--- src/rtl/button_event_pkg.sv ---
// Shared I/O-path constants: state encoding for the button event block.
package button_event_pkg;

  typedef enum logic [1:0] {
    ST_IDLE    = 2'd0,
    ST_PRESSED = 2'd1,
    ST_LONG    = 2'd2
  } btn_state_e;

  function automatic logic state_is_held(input btn_state_e s);
    return (s != ST_IDLE);
  endfunction

endpackage

--- src/rtl/button_event.sv ---
// Converts a debounced button level into single-cycle press, release,
// long-press and auto-repeat pulses plus a held level.
module button_event
  import button_event_pkg::*;
#(
  parameter int LONG_CYCLES   = 16,
  parameter int REPEAT_CYCLES = 4,
  parameter int CNT_WIDTH     = 8
) (
  input  logic clk,
  input  logic rst_n,
  input  logic in,
  output logic press,
  output logic release_pulse,
  output logic long_press,
  output logic repeat_pulse,
  output logic held
);

  localparam logic [CNT_WIDTH-1:0] LONG_LAST   = CNT_WIDTH'(LONG_CYCLES - 1);
  localparam logic [CNT_WIDTH-1:0] REPEAT_LAST = CNT_WIDTH'(REPEAT_CYCLES - 1);
  localparam logic [CNT_WIDTH-1:0] CNT_ZERO    = {CNT_WIDTH{1'b0}};
  localparam logic [CNT_WIDTH-1:0] CNT_ONE     = CNT_WIDTH'(1);

  btn_state_e           state_q, state_d;
  logic [CNT_WIDTH-1:0] cnt_q, cnt_d;
  logic                 press_q, press_d;
  logic                 release_q, release_d;
  logic                 long_q, long_d;
  logic                 repeat_q, repeat_d;

  // Next-state, hold counter and pulse decode; release takes priority over a count match.
  always_comb begin
    state_d   = state_q;
    cnt_d     = cnt_q;
    press_d   = 1'b0;
    release_d = 1'b0;
    long_d    = 1'b0;
    repeat_d  = 1'b0;
    case (state_q)
      ST_IDLE: begin
        if (in) begin
          state_d = ST_PRESSED;
          cnt_d   = CNT_ZERO;
          press_d = 1'b1;
        end else begin
          state_d = ST_IDLE;
        end
      end
      ST_PRESSED: begin
        if (!in) begin
          state_d   = ST_IDLE;
          cnt_d     = CNT_ZERO;
          release_d = 1'b1;
        end else if (cnt_q == LONG_LAST) begin
          state_d = ST_LONG;
          cnt_d   = CNT_ZERO;
          long_d  = 1'b1;
        end else begin
          cnt_d = cnt_q + CNT_ONE;
        end
      end
      ST_LONG: begin
        if (!in) begin
          state_d   = ST_IDLE;
          cnt_d     = CNT_ZERO;
          release_d = 1'b1;
        end else if (cnt_q == REPEAT_LAST) begin
          cnt_d    = CNT_ZERO;
          repeat_d = 1'b1;
        end else begin
          cnt_d = cnt_q + CNT_ONE;
        end
      end
      default: begin
        state_d = ST_IDLE;
        cnt_d   = CNT_ZERO;
      end
    endcase
  end

  // State, counter and pulse registers.
  always_ff @(posedge clk or negedge rst_n) begin
    if (!rst_n) begin
      state_q   <= ST_IDLE;
      cnt_q     <= CNT_ZERO;
      press_q   <= 1'b0;
      release_q <= 1'b0;
      long_q    <= 1'b0;
      repeat_q  <= 1'b0;
    end else begin
      state_q   <= state_d;
      cnt_q     <= cnt_d;
      press_q   <= press_d;
      release_q <= release_d;
      long_q    <= long_d;
      repeat_q  <= repeat_d;
    end
  end

  assign press         = press_q;
  assign release_pulse = release_q;
  assign long_press    = long_q;
  assign repeat_pulse  = repeat_q;
  assign held          = state_is_held(state_q);

endmodule
--- config.mk ---
export PLATFORM = sky130hd
export DESIGN_NAME = button_event
export DESIGN_NICKNAME = d
export VERILOG_FILES = /design/src/rtl/button_event_pkg.sv /design/src/rtl/button_event.sv
export SDC_FILE = /design/constraint.sdc
export NUM_CORES = 1
export LEC_CHECK = 0
export BUFFER_PORTS_ARGS = -buffer_cell sky130_fd_sc_hd__buf_4
export CORE_MARGIN = 3
export CORE_UTILIZATION = 49
export DETAILED_ROUTE_END_ITERATION = 6
export PLACE_DENSITY = 0.78
export REMOVE_ABC_BUFFERS = 1
export SLEW_MARGIN = 5
export SYNTH_ARGS = -nofsm -noshare
export SYNTH_HDL_FRONTEND = slang
export SYNTH_SLANG_ARGS = --single-unit
--- constraint.sdc ---
create_clock -name clk -period 1.7 [get_ports clk]
set_input_delay 0.34 -clock clk [delete_from_list [all_inputs] [get_ports clk]]
set_output_delay 0.34 -clock clk [all_outputs]
set_load 0.02 [all_outputs]
# ---- After elaboration in Yosys (flattened, before gate mapping)
# Index checks and enable logic that the tools add are counted.
# W data, S select, Z words.
dict set report totals {
  out_inout_bits 5
  reg_bits 14
}
dict set report op_classes {
  eq_ne 7
  n_mux 21
  reduce_logical 4
  n_addsub 1
}
# cell count
set ops {}
lappend ops {{$mux W8} 5}
lappend ops {{$pmux W8 S3} 1}
lappend ops {{$mux W1} 11}
lappend ops {{$add A8 B1 Y8 const B} 1}
lappend ops {{$eq A8 B2 Y1 const B} 1}
lappend ops {{$eq A8 B4 Y1 const B} 1}
lappend ops {{$mux W2} 3}
lappend ops {{$pmux W2 S3} 1}
lappend ops {{$ne A2 B2 Y1 const B} 2}
lappend ops {{$ne A3 B3 Y1 const B} 1}
lappend ops {{$eq A2 B1 Y1 const B} 1}
lappend ops {{$eq A2 B2 Y1 const B} 1}
lappend ops {{$logic_not A2 Y1} 1}
lappend ops {{$reduce_and A2 Y1} 1}
lappend ops {{$reduce_bool A2 Y1} 1}
lappend ops {{$reduce_or A2 Y1} 1}

# ---- Logic depth before layout (Yosys ltp)
# Gate-level depths: netlist of run 1.
dict set report depth {
  depth_word 4
  mapped_depth 7
  ltp_nobuf 6
}

# ---- Worst setup path before layout of run 1
# OpenSTA, ideal clock, no wires.
dict set report synth_timing {
  path_type {reg2reg}
  startpoint {register cnt_q[4]}
  endpoint {register cnt_q[2]}
  path_buffers 0
  setup_ps 129
  path_stages_with_launch 5
  arrival_time_ps 1601
  path_slack_ps -29
  path_cell_list {dfrtp_1 or4_4 o311a_4 o2111ai_1 nand3_1}
}
dict set report synth_via {
  elab_chain_cells 4
}
# element line_no
set synth_rtl {}
lappend synth_rtl {{from (decl)} button_event.sv:26} ;# logic [CNT_WIDTH-1:0] cnt_q, cnt_d;
lappend synth_rtl {{from (signal assigned)} button_event.sv:93} ;# cnt_q <= cnt_d;
lappend synth_rtl {{$eq A8 B2 Y1 or $eq A8 B4 Y1 (tied branches)} {button_event.sv:68, button_event.sv:55}}
lappend synth_rtl {{$mux W8 (on tied branches)} {button_event.sv:68, button_event.sv:55}}
lappend synth_rtl {{$mux W8 (on tied branches)} {button_event.sv:64, button_event.sv:51}}
lappend synth_rtl {{$pmux W8 S3 *} button_event.sv:40} ;# case (state_q)
# Every way passes the cells marked *; elsewhere a longest branch is shown, timed or not.
# A chain may end at the register's enable or synchronous reset.

# ---- Worst setup path after layout of run 1
# Ends and elaborated chain as after synthesis.

==> results of run 1 <==
==> cell type report <==
type / instances / share of cell area
clock buffers: 4 / 0.03821
inverters: 6 / 0.02372
multi-input cells: 60 / 0.4361
flip-flops and latches: 14 / 0.3689
well taps: 15 / 0.01976
repair buffers: 14 / 0.1133
==> registers in the layout (all words and copies together) (netlist names) <==
name and count:
press 1, release_pulse 1, state_q 2, cnt_q 8, long_press 1, repeat_pulse 1
==> power breakdown <==
part	internal [mW]	switching, mW
registers	0.345	0.00889
logic	0.0497	0.0751
clock network	0.130	0.117
==> how the worst max path moves through the flow <==
stage	to	slack (ns)
after floorplan	cnt_q[2]	-0.03
after global placement	cnt_q[7]	0.008
after detailed placement	cnt_q[2]	-0.03
after CTS	cnt_q[5]	0.004
after global routing	cnt_q[5]	-0.05
final	cnt_q[2]	0.003
==> per-stage QoR <==
step | cells | hold slack, ns | TNS [ns] | setup slack, ns | instance area (um2)
floorplan | 80 | 0.04441 | -0.08572 | -0.02933 | 760.7
global placement | 108 | 0.2001 | 0 | 0.007821 | 877.1
detailed placement | 108 | 0.1987 | -0.1061 | -0.02843 | 877.1
CTS | 113 | 0.2556 | 0 | 0.003690 | 937.1
global route | 113 | 0.2617 | -0.2161 | -0.05019 | 949.7
finish | 113 | 0.2563 | 0 | 0.003458 | 949.7
==> cells in the final DEF (no fill, tap or decap), types with 2 or more instances in the layout <==
cell | Yosys | final
nor4_1 | 4 | 3
o221ai_1 | 4 | 3
and2_1 | 2 | 2
nor2b_1 | 2 | 2
o21ai_1 | 1 | 3
dfrtp_1 | 14 | 14
inv_1 | 6 | 6
buf_4 | 0 | 13
nand3_1 | 5 | 5
clkbuf_4 | 0 | 3
a21oi_1 | 2 | 2
nand2_1 | 16 | 16
nor2_1 | 3 | 3
ha_1 | 4 | 4
==> timing repair <==
action                                  CTS  global route
hold endpoints to repair                 14             0
pin swaps                                 1             2
endpoints found under the setup margin    7             9
resized for setup                         2             4
hold buffers                              1             0
==> per-layer routing <==
| layer | wire length (um) | share of wire | track usage |
|---|---|---|---|
| met3 | 59 | 0.035 | 0.03557 |
| met2 | 769 | 0.46 | 0.2897 |
| met4 | 37 | 0.022 | 0.1053 |
| met1 | 819 | 0.49 | 0.2457 |
| met5 | 0 | 0 | 0 |
==> cells by family (layout without fill, tap and decap cells) <==
kind of cell	Yosys count	after routing	synth area share
XOR/XNOR	1	1	0.01146
multiplexers	1	1	0.01473
flip-flops	14	14	0.4583
AND/OR/NAND/NOR	37	37	0.2406
buffers and inverters	7	24	0.03436
AO/OA/AOI/OAI	17	17	0.1751
adder cells (fa/ha/maj)	4	4	0.06547
==> impl_metrics.tcl, run 1 <==
set metrics [dict create \
    rsz0062_at_grt "true" \
    ys_warn_count 0 \
    finalHoldViolCount 0 \
    synthCells 81 \
    powerDensity_nw_per_um2 765.2 \
    crit_path_end_kind "flip-flop" \
    cts_buffers 3 \
    dr.pass1.iters 4 \
    worst-path-buf-inv 0 \
    p_total_mw 0.7267 \
    period_minus_slack_ns 1.697 \
    yosysTopAreaCellShare 0.4583 \
    synthesis.area_um2 764.5 \
    cpPeakStageDelay_ns 0.54 \
    multiInputGateArea_um2 414.1 \
    hold_path.startpoint "in" \
    htreeDepth 1 \
    hp-class "in2reg" \
    fin_worst_skew_ns 0.003046 \
    seq_area_frac_synth 0.4583 \
    max_freq_mhz 589.4 \
    synth_edf_count 0 \
    area_growth_pct 24.22 \
    dr.first_iter.drc_count 10 \
    drc 0 \
    vias 652 \
    rows 13 \
    final_util 0.6869 \
    cp.required_ns 1.87 \
    via_per_inst 5.770 \
    ant_nets 0 \
    cp.arrival_ns 1.87 \
    ys_types 28 \
    crit_type "reg2reg" \
    cts-root-buf "clkbuf_4" \
    drv_slew 0 \
    final_net_count 106 \
    dp_hpwl_mm 1.187 \
    leakage_nw 0.4547 \
    clk_latency_ns 0.29 \
    grt_pass1_wl_mm 2.725 \
    setup_viol 0 \
    holdPathStages 2 \
    startpoint "cnt_q[4]" \
    layout-drive-gt1-share 0.2551 \
    tightest_slew_ns 0.3416 \
    seqCellArea_um2 350.3 \
    drt_wl_total_mm 1.686 \
    synthTopCellsByArea "dfrtp_1 46%, nand2_1 7.9%, ha_1 6.5%" \
    cts_max_path_buffers 2 \
    r2r-start "cnt_q[4]" \
    antenna_cells 0 \
    post-cts-setup-buffer-count 0 \
    place.gp.congestion 0.8375 \
    cpLargestDelayFamily "simple AND/OR/NAND/NOR gates" \
    num_io_pins 8 \
    grt_max_degree 15 \
    cts_tree "done" \
    synthArstFlopShare 1.000 \
    status "completed" \
    ys.flop_type "dfrtp_1" \
    irDropWorstVdd_v 0.0004621 \
    ys_ff_latch 14 \
    wl_per_cell_um 14.92 \
    worstPathMaxFanout 7 \
    slew_headroom 0.7723 \
    coreArea_um2 1383 \
    grt_overflow 0 \
    die_width_um 45.50 \
    start_kind "flip-flop" \
    slowest_stage "or4_4" \
    antenna_found_initial 0 \
    clk_pin_slew_worst_paths_ns 0.09 \
    grt_pass1_vias 578 \
    dieArea_um2 2070 \
    fillerInstances 104 \
    die_h_um 45.50 \
    synth.avg_cell_area_um2 9.438 \
    r2r-end "cnt_q[2]" \
    worstRegToRegCells 4 \
    io_buffers 7 \
    path_cells "or4_4 > o311a_4 > o2111ai_2 > nand3_1" \
    initial_core_util 0.5529 \
    synth_common_cells "16 x nand2_1, 14 x dfrtp_1, 6 x inv_1, 5 x nand3_1" \
    yosysMostFrequentCell "nand2_1" \
    grt_use_total 0.1886 \
    cts.sinks 14 \
    max_cap_viol_count 0 \
    r2r_setup_slack_ns 0.003 \
    cp.depth 4 \
    yosys.area.top_type "dfrtp_1" \
    hold_end "release_pulse" \
    min_period_over_period 0.9980 \
]
No activity file was read; power rests on OpenSTA's default activity.
==> run 2, diff against run 1 <==
--- a/config.mk
+++ b/config.mk
@@ -5,6 +5,7 @@
 export SDC_FILE = /design/constraint.sdc
 export NUM_CORES = 1
 export LEC_CHECK = 0
+export ABC_AREA = 1
 export BUFFER_PORTS_ARGS = -buffer_cell sky130_fd_sc_hd__buf_4
 export CORE_MARGIN = 3
 export CORE_UTILIZATION = 49
==> run 2 against run 1 <==
Critical path depth unchanged. Register-to-register slack gained 0.23 ns. Count of clock-buffer cells in the layout decreased by 1. First-iteration DRC count rose by 40%. Final cell count is the same. Worst hold slack is essentially flat. Global-route usage shrank 2.3 points. Synthesized area shrank 7.2%. Fmax increased by 14%. Sequential cell count is the same. Die area fell by 6.3%. Largest power group unchanged. Highest routed layer unchanged.
==> impl_metrics.tcl, run 2 <==
set metrics [dict create \
    status "completed" \
    holdPathStages 2 \
    antenna_found_initial 0 \
    yosysTopAreaCellShare 0.4938 \
    cts.sinks 14 \
    grt_pass1_vias 540 \
    cp.required_ns 1.36 \
    synth_xor_area_frac 0.04938 \
    hold_path.startpoint "in" \
    dr.first_iter.drc_count 14 \
    hold_end "release_pulse" \
    crit_path_end_kind "output port" \
    io_buffers 7 \
    ys_ff_latch 14 \
    wl_per_cell_um 11.13 \
    tightest_slew_ns 0.2727 \
    r2r_setup_slack_ns 0.23 \
    place_ws_ns 0.2426 \
    yosysMostFrequentCell "nand2_1" \
    synth_common_cells "22 x nand2_1, 14 x dfrtp_1, 13 x inv_1, 10 x nor2_1, 6 x a21oi_1" \
    worstRegToRegCells 8 \
    setup_viol 0 \
    via_per_inst 5.009 \
    synth.avg_cell_area_um2 8.154 \
    min_period_over_period 0.8769 \
    leakage_nw 0.4280 \
    cts-root-buf "clkbuf_4" \
    max_freq_mhz 670.8 \
    cpMostUsedCell "inv_1" \
    r2r-start "state_q[0]" \
    hp-class "in2reg" \
    cts_buffers 3 \
    largestRegisters "cnt_q: 8 flops, state_q: 2 flops" \
    cpPeakStageDelay_ns 0.37 \
    powerDensity_nw_per_um2 1151 \
    final_net_count 107 \
    cts_tree "done" \
    r2r-end "cnt_q[5]" \
    initial_core_util 0.5319 \
    synth_compound_area_frac 0.08818 \
    rsz0062_at_grt "false" \
    grt_max_degree 15 \
    num_io_pins 8 \
    start_kind "flip-flop" \
    synth.area.mux_share 0 \
    max_cap_viol_count 0 \
    drc 0 \
    finalHoldViolCount 0 \
    final_cell_mix "22 x nand2_1, 14 x dfrtp_1, 13 x inv_1, 10 x nor2_1, 7 x buf_4" \
    postPlaceCellArea_um2 780.7 \
    yosys.area.top_type "dfrtp_1" \
    ys_warn_count 0 \
    rows 13 \
    stdcell_area_um2 813.3 \
    seq_area_frac_synth 0.4938 \
    period_minus_slack_ns 1.491 \
    grt_pass1_wl_mm 2.277 \
    dieArea_um2 1940 \
    post-cts-setup-buffer-count 0 \
    irDropWorstVdd_v 0.0008605 \
    die_h_um 44.05 \
    dp_hpwl_um 986.7 \
    ys_types 14 \
    max_flop_register "cnt_q" \
    setup_tns_ns 0 \
    synthesis.area_um2 709.4 \
    synth_edf_count 0 \
    slowest_stage "dfrtp_1" \
    yosys.area_share.adder 0.07055 \
    synthArstFlopShare 1.000 \
    synth_top_family_by_area "simple AND/OR/NAND/NOR gates" \
    cts_max_path_buffers 2 \
    die_width_um 44.05 \
    cp.arrival_ns 1.15 \
    grt_use_total 0.1651 \
    setup_ws_ns 0.2093 \
    final_common_cell "nand2_1" \
    grt_overflow 0 \
    slew_headroom 0.8180 \
    numPlacedInstances 109 \
    ys.flop_type "dfrtp_1" \
    vias 566 \
    largest_reg_flops 8 \
    p_total_mw 0.9362 \
    crit_type "reg2out" \
    htreeDepth 1 \
    layout-drive-gt1-share 0.1224 \
    synthTopCellsByArea "dfrtp_1 49%, nand2_1 12%, ha_1 7.1%" \
    place.gp.congestion 0.8114 \
    fin_worst_skew_ns 0.001969 \
    antenna_cells 0 \
    drv_slew 0 \
    drt_wl_total_mm 1.258 \
    ctsResizeCount 0 \
    worstPathMaxFanout 3 \
    path_cells "inv_1 > ha_1 > inv_1 > buf_4" \
    clk_latency_ns 0.27 \
    coreArea_um2 1334 \
    instances_no_fill 113 \
    dr.pass1.iters 4 \
    clk_pin_slew_worst_paths_ns 0.07 \
    synth-simple-area-share 0.2293 \
    area_growth_pct 14.64 \
    synthCells 87 \
    ant_nets 0 \
    holdBufCountCts 1 \
]
-- run 2: cell count changes after synthesis, moves of 3 or more --
cell	previous run	this run
nor2_1	3	10
nand2_1	16	22
nor4_1	4	0
o21ai_1	1	5
o221ai_1	4	0
inv_1	6	13
o21ai_0	3	0
a21oi_1	2	6
-- run 2: per-layer routing --
| layer | vias up | global-route usage | part of all wire | routed length (um) |
|---|---|---|---|---|
| met4 | 0 | 0.05422 | 0.0072 | 9 |
| met5 | - | 0 | 0 | 0 |
| li1 | 296 | - | - | - |
| met1 | 251 | 0.1901 | 0.47 | 595 |
| met2 | 17 | 0.2733 | 0.46 | 573 |
| met3 | 2 | 0.07317 | 0.064 | 80 |
-- run 2: critical path: cells and delay by family (launching register included) --
family	cells	cell delay, ns
buffers and inverters	3	0.30
adder cells (fa/ha/maj)	1	0.21
flip-flops	1	0.37
-- run 2: power by group --
group          internal (mW)  switching, mW
logic                  0.125          0.228
registers              0.382         0.0290
clock network         0.0820         0.0900
total                  0.589          0.347
-- run 2: area by class of cell --
cell class	instances	area, um2
timing repair buffer	8	62.56
sequential	14	350.3
tap	15	18.77
fill	118	520.5
multi-input combinational	60	310.3
clock buffer	3	22.52
inverter	13	48.80
-- run 2: worst max path at each step --
| stage | endpoint | startpoint |
|---|---|---|
| after floorplan | cnt_q[5] | state_q[0] |
| after global placement | cnt_q[5] | state_q[1] |
| after detailed placement | cnt_q[5] | state_q[0] |
| after CTS | held | state_q[0] |
| after global routing | cnt_q[5] | state_q[0] |
| final | held | state_q[0] |
-- run 2: cells by family (layout without fill, tap and decap cells) --
| family | after synthesis | count (layout) |
|---|---|---|
| AND/OR/NAND/NOR | 40 | 40 |
| flip-flops | 14 | 14 |
| buffers and inverters | 13 | 24 |
| AO/OA/AOI/OAI | 12 | 12 |
| adder cells (fa/ha/maj) | 4 | 4 |
| XOR/XNOR | 4 | 4 |
-- run 2: through the flow --
stage,util,hold WS [ns]
after global placement,0.5854,0.1951
after detailed placement,0.5854,0.1959
after global routing,0.6098,0.2559
after CTS,0.6098,0.2459
final,0.6098,0.2568
after floorplan,-,0.04441
==> run 3, diff against run 2 <==
--- a/config.mk
+++ b/config.mk
@@ -10,7 +10,7 @@
 export CORE_MARGIN = 3
 export CORE_UTILIZATION = 49
 export DETAILED_ROUTE_END_ITERATION = 6
-export PLACE_DENSITY = 0.78
+export PLACE_DENSITY_LB_ADDON = 0.3
 export REMOVE_ABC_BUFFERS = 1
 export SLEW_MARGIN = 5
 export SYNTH_ARGS = -nofsm -noshare
==> run 3 against run 2 <==
Design area is 1.7% higher. Register-to-register slack hardly changed. First-iteration DRC count is 57% higher. Routed wire length is 0.48% lower. Count of clock-buffer cells in the layout is 1 higher. Global-route usage is 1.8 points lower. Clock skew is 0.0022 ns higher.
==> impl_metrics.tcl, run 3 (same netlist as run 2, synthesis figures left out) <==
set metrics [dict create \
    largest_reg_flops 8 \
    dieArea_um2 1940 \
    r2r-end "cnt_q[5]" \
    cp.required_ns 1.36 \
    htreeDepth 1 \
    vias 568 \
    r2r_setup_slack_ns 0.23 \
    die_width_um 44.05 \
    drv_slew 0 \
    powerDensity_nw_per_um2 1214 \
    slowest_stage "dfrtp_1" \
    cts_tree "done" \
    place_ws_ns 0.2538 \
    via_per_inst 4.982 \
    largestRegisters "cnt_q: 8 flops, state_q: 2 flops" \
    setup_tns_ns 0 \
    drc 0 \
    cp.arrival_ns 1.16 \
    irDropWorstVdd_v 0.0006399 \
    grt_pass1_wl_mm 2.076 \
    max_cap_viol_count 0 \
    status "completed" \
    tightest_slew_ns 0.2867 \
    max_freq_mhz 667.6 \
    dp_hpwl_um 932.5 \
    cpLargestDelayFamily "flip-flops" \
    stdcell_area_um2 827.0 \
    wl_per_cell_um 10.98 \
    final_net_count 107 \
    ant_nets 0 \
    period_minus_slack_ns 1.498 \
    post-cts-setup-buffer-count 0 \
    start_kind "flip-flop" \
    cts_buffers 3 \
    finalHoldViolCount 0 \
    leakage_nw 0.4352 \
    initial_core_util 0.5319 \
    worstPathMaxFanout 3 \
    drt_wl_total_mm 1.252 \
    grt_pass1_vias 515 \
    clk_latency_ns 0.28 \
    dr.first_iter.drc_count 22 \
    layout-drive-gt1-share 0.1313 \
    crit_type "reg2out" \
    max_flop_register "cnt_q" \
    crit_path_end_kind "output port" \
    path_cells "inv_1 > ha_1 > inv_1 > buf_4" \
    place.gp.congestion 0.7693 \
    worst-path-buf-inv 3 \
    fin_worst_skew_ns 0.004164 \
    cts-root-buf "clkbuf_4" \
    area_growth_pct 16.58 \
    dr.pass1.iters 7 \
    final_util 0.6201 \
    grt_use_total 0.1474 \
    r2r-start "state_q[0]" \
    grt_overflow 0 \
    finalHoldWorstSlack_ns 0.2388 \
    clk_pin_slew_worst_paths_ns 0.09 \
    setup_ws_ns 0.2021 \
    cpMostUsedCell "inv_1" \
    antenna_cells 0 \
    die_h_um 44.05 \
    setup_viol 0 \
    final_common_cell "nand2_1" \
    worstRegToRegCells 8 \
    hold_end "release_pulse" \
    holdPathStages 2 \
    hp-class "in2reg" \
    final_cell_mix "22 x nand2_1, 14 x dfrtp_1, 13 x inv_1, 10 x nor2_1, 7 x buf_4" \
    num_io_pins 8 \
    cts_max_path_buffers 2 \
    grt_max_degree 15 \
    coreArea_um2 1334 \
    rows 13 \
    hold_path.startpoint "in" \
    slew_headroom 0.8087 \
    antenna_found_initial 0 \
    rsz0062_at_grt "false" \
    cts.sinks 14 \
    min_period_over_period 0.8811 \
    io_buffers 7 \
    cpPeakStageDelay_ns 0.38 \
    postPlaceCellArea_um2 780.7 \
]
run 3: timing repair:
item	in CTS	in global routing
hold buffers	1	0
endpoints found under the hold margin	14	0
resized for setup	0	0
run 3: stage by stage:
step | instances | power (mW)
6_report | 114 | 1.004
5_1_grt | 114 | 1.076
4_1_cts | 114 | 1.008
3_5_place_dp | 109 | 0.7651
3_3_place_gp | 109 | 0.7626
2_1_floorplan | 87 | 0.6563
run 3: metal layers:
metal	wire (um)	track usage
met1	603	0.1984
met5	0	0
met2	530	0.2180
met4	25	0.07229
met3	92	0.04065
run 3: power breakdown:
group | switching (mW) | leakage [nW] | internal, mW
Sequential | 0.0277 | 0.191 | 0.382
Clock | 0.110 | 0.0210 | 0.130
Combinational | 0.230 | 0.224 | 0.124
run 3: worst reg2reg max path, delay by kind of cell, from the launching register on:
family	cells	cell delay, ns
AOI/OAI and AO/OA	1	0.06
xor gates and xnor gates	1	0.14
adders and majority gates	1	0.16
buffers and inverters	2	0.14
DFF	1	0.40
and+or+nand+nor	3	0.45
run 3: layout make-up:
cell class	count	area, um2
Clock buffer	4	36.28
Fill cell	118	506.7
Sequential cell	14	350.3
Tap cell	15	18.77
Timing Repair Buffer	8	62.56
Multi-Input combinational cell	60	310.3
Inverter	13	48.80
run 3: how the worst max path moves through the flow:
stage	startpoint	endpoint	slack (ns)	cells after the start
global placement	state_q[0]	cnt_q[5]	0.33	8
CTS	state_q[0]	held	0.20	4
finish	state_q[0]	held	0.20	4
global route	state_q[0]	held	0.12	4
floorplan	state_q[0]	cnt_q[5]	0.29	8
detailed placement	state_q[0]	cnt_q[5]	0.25	8
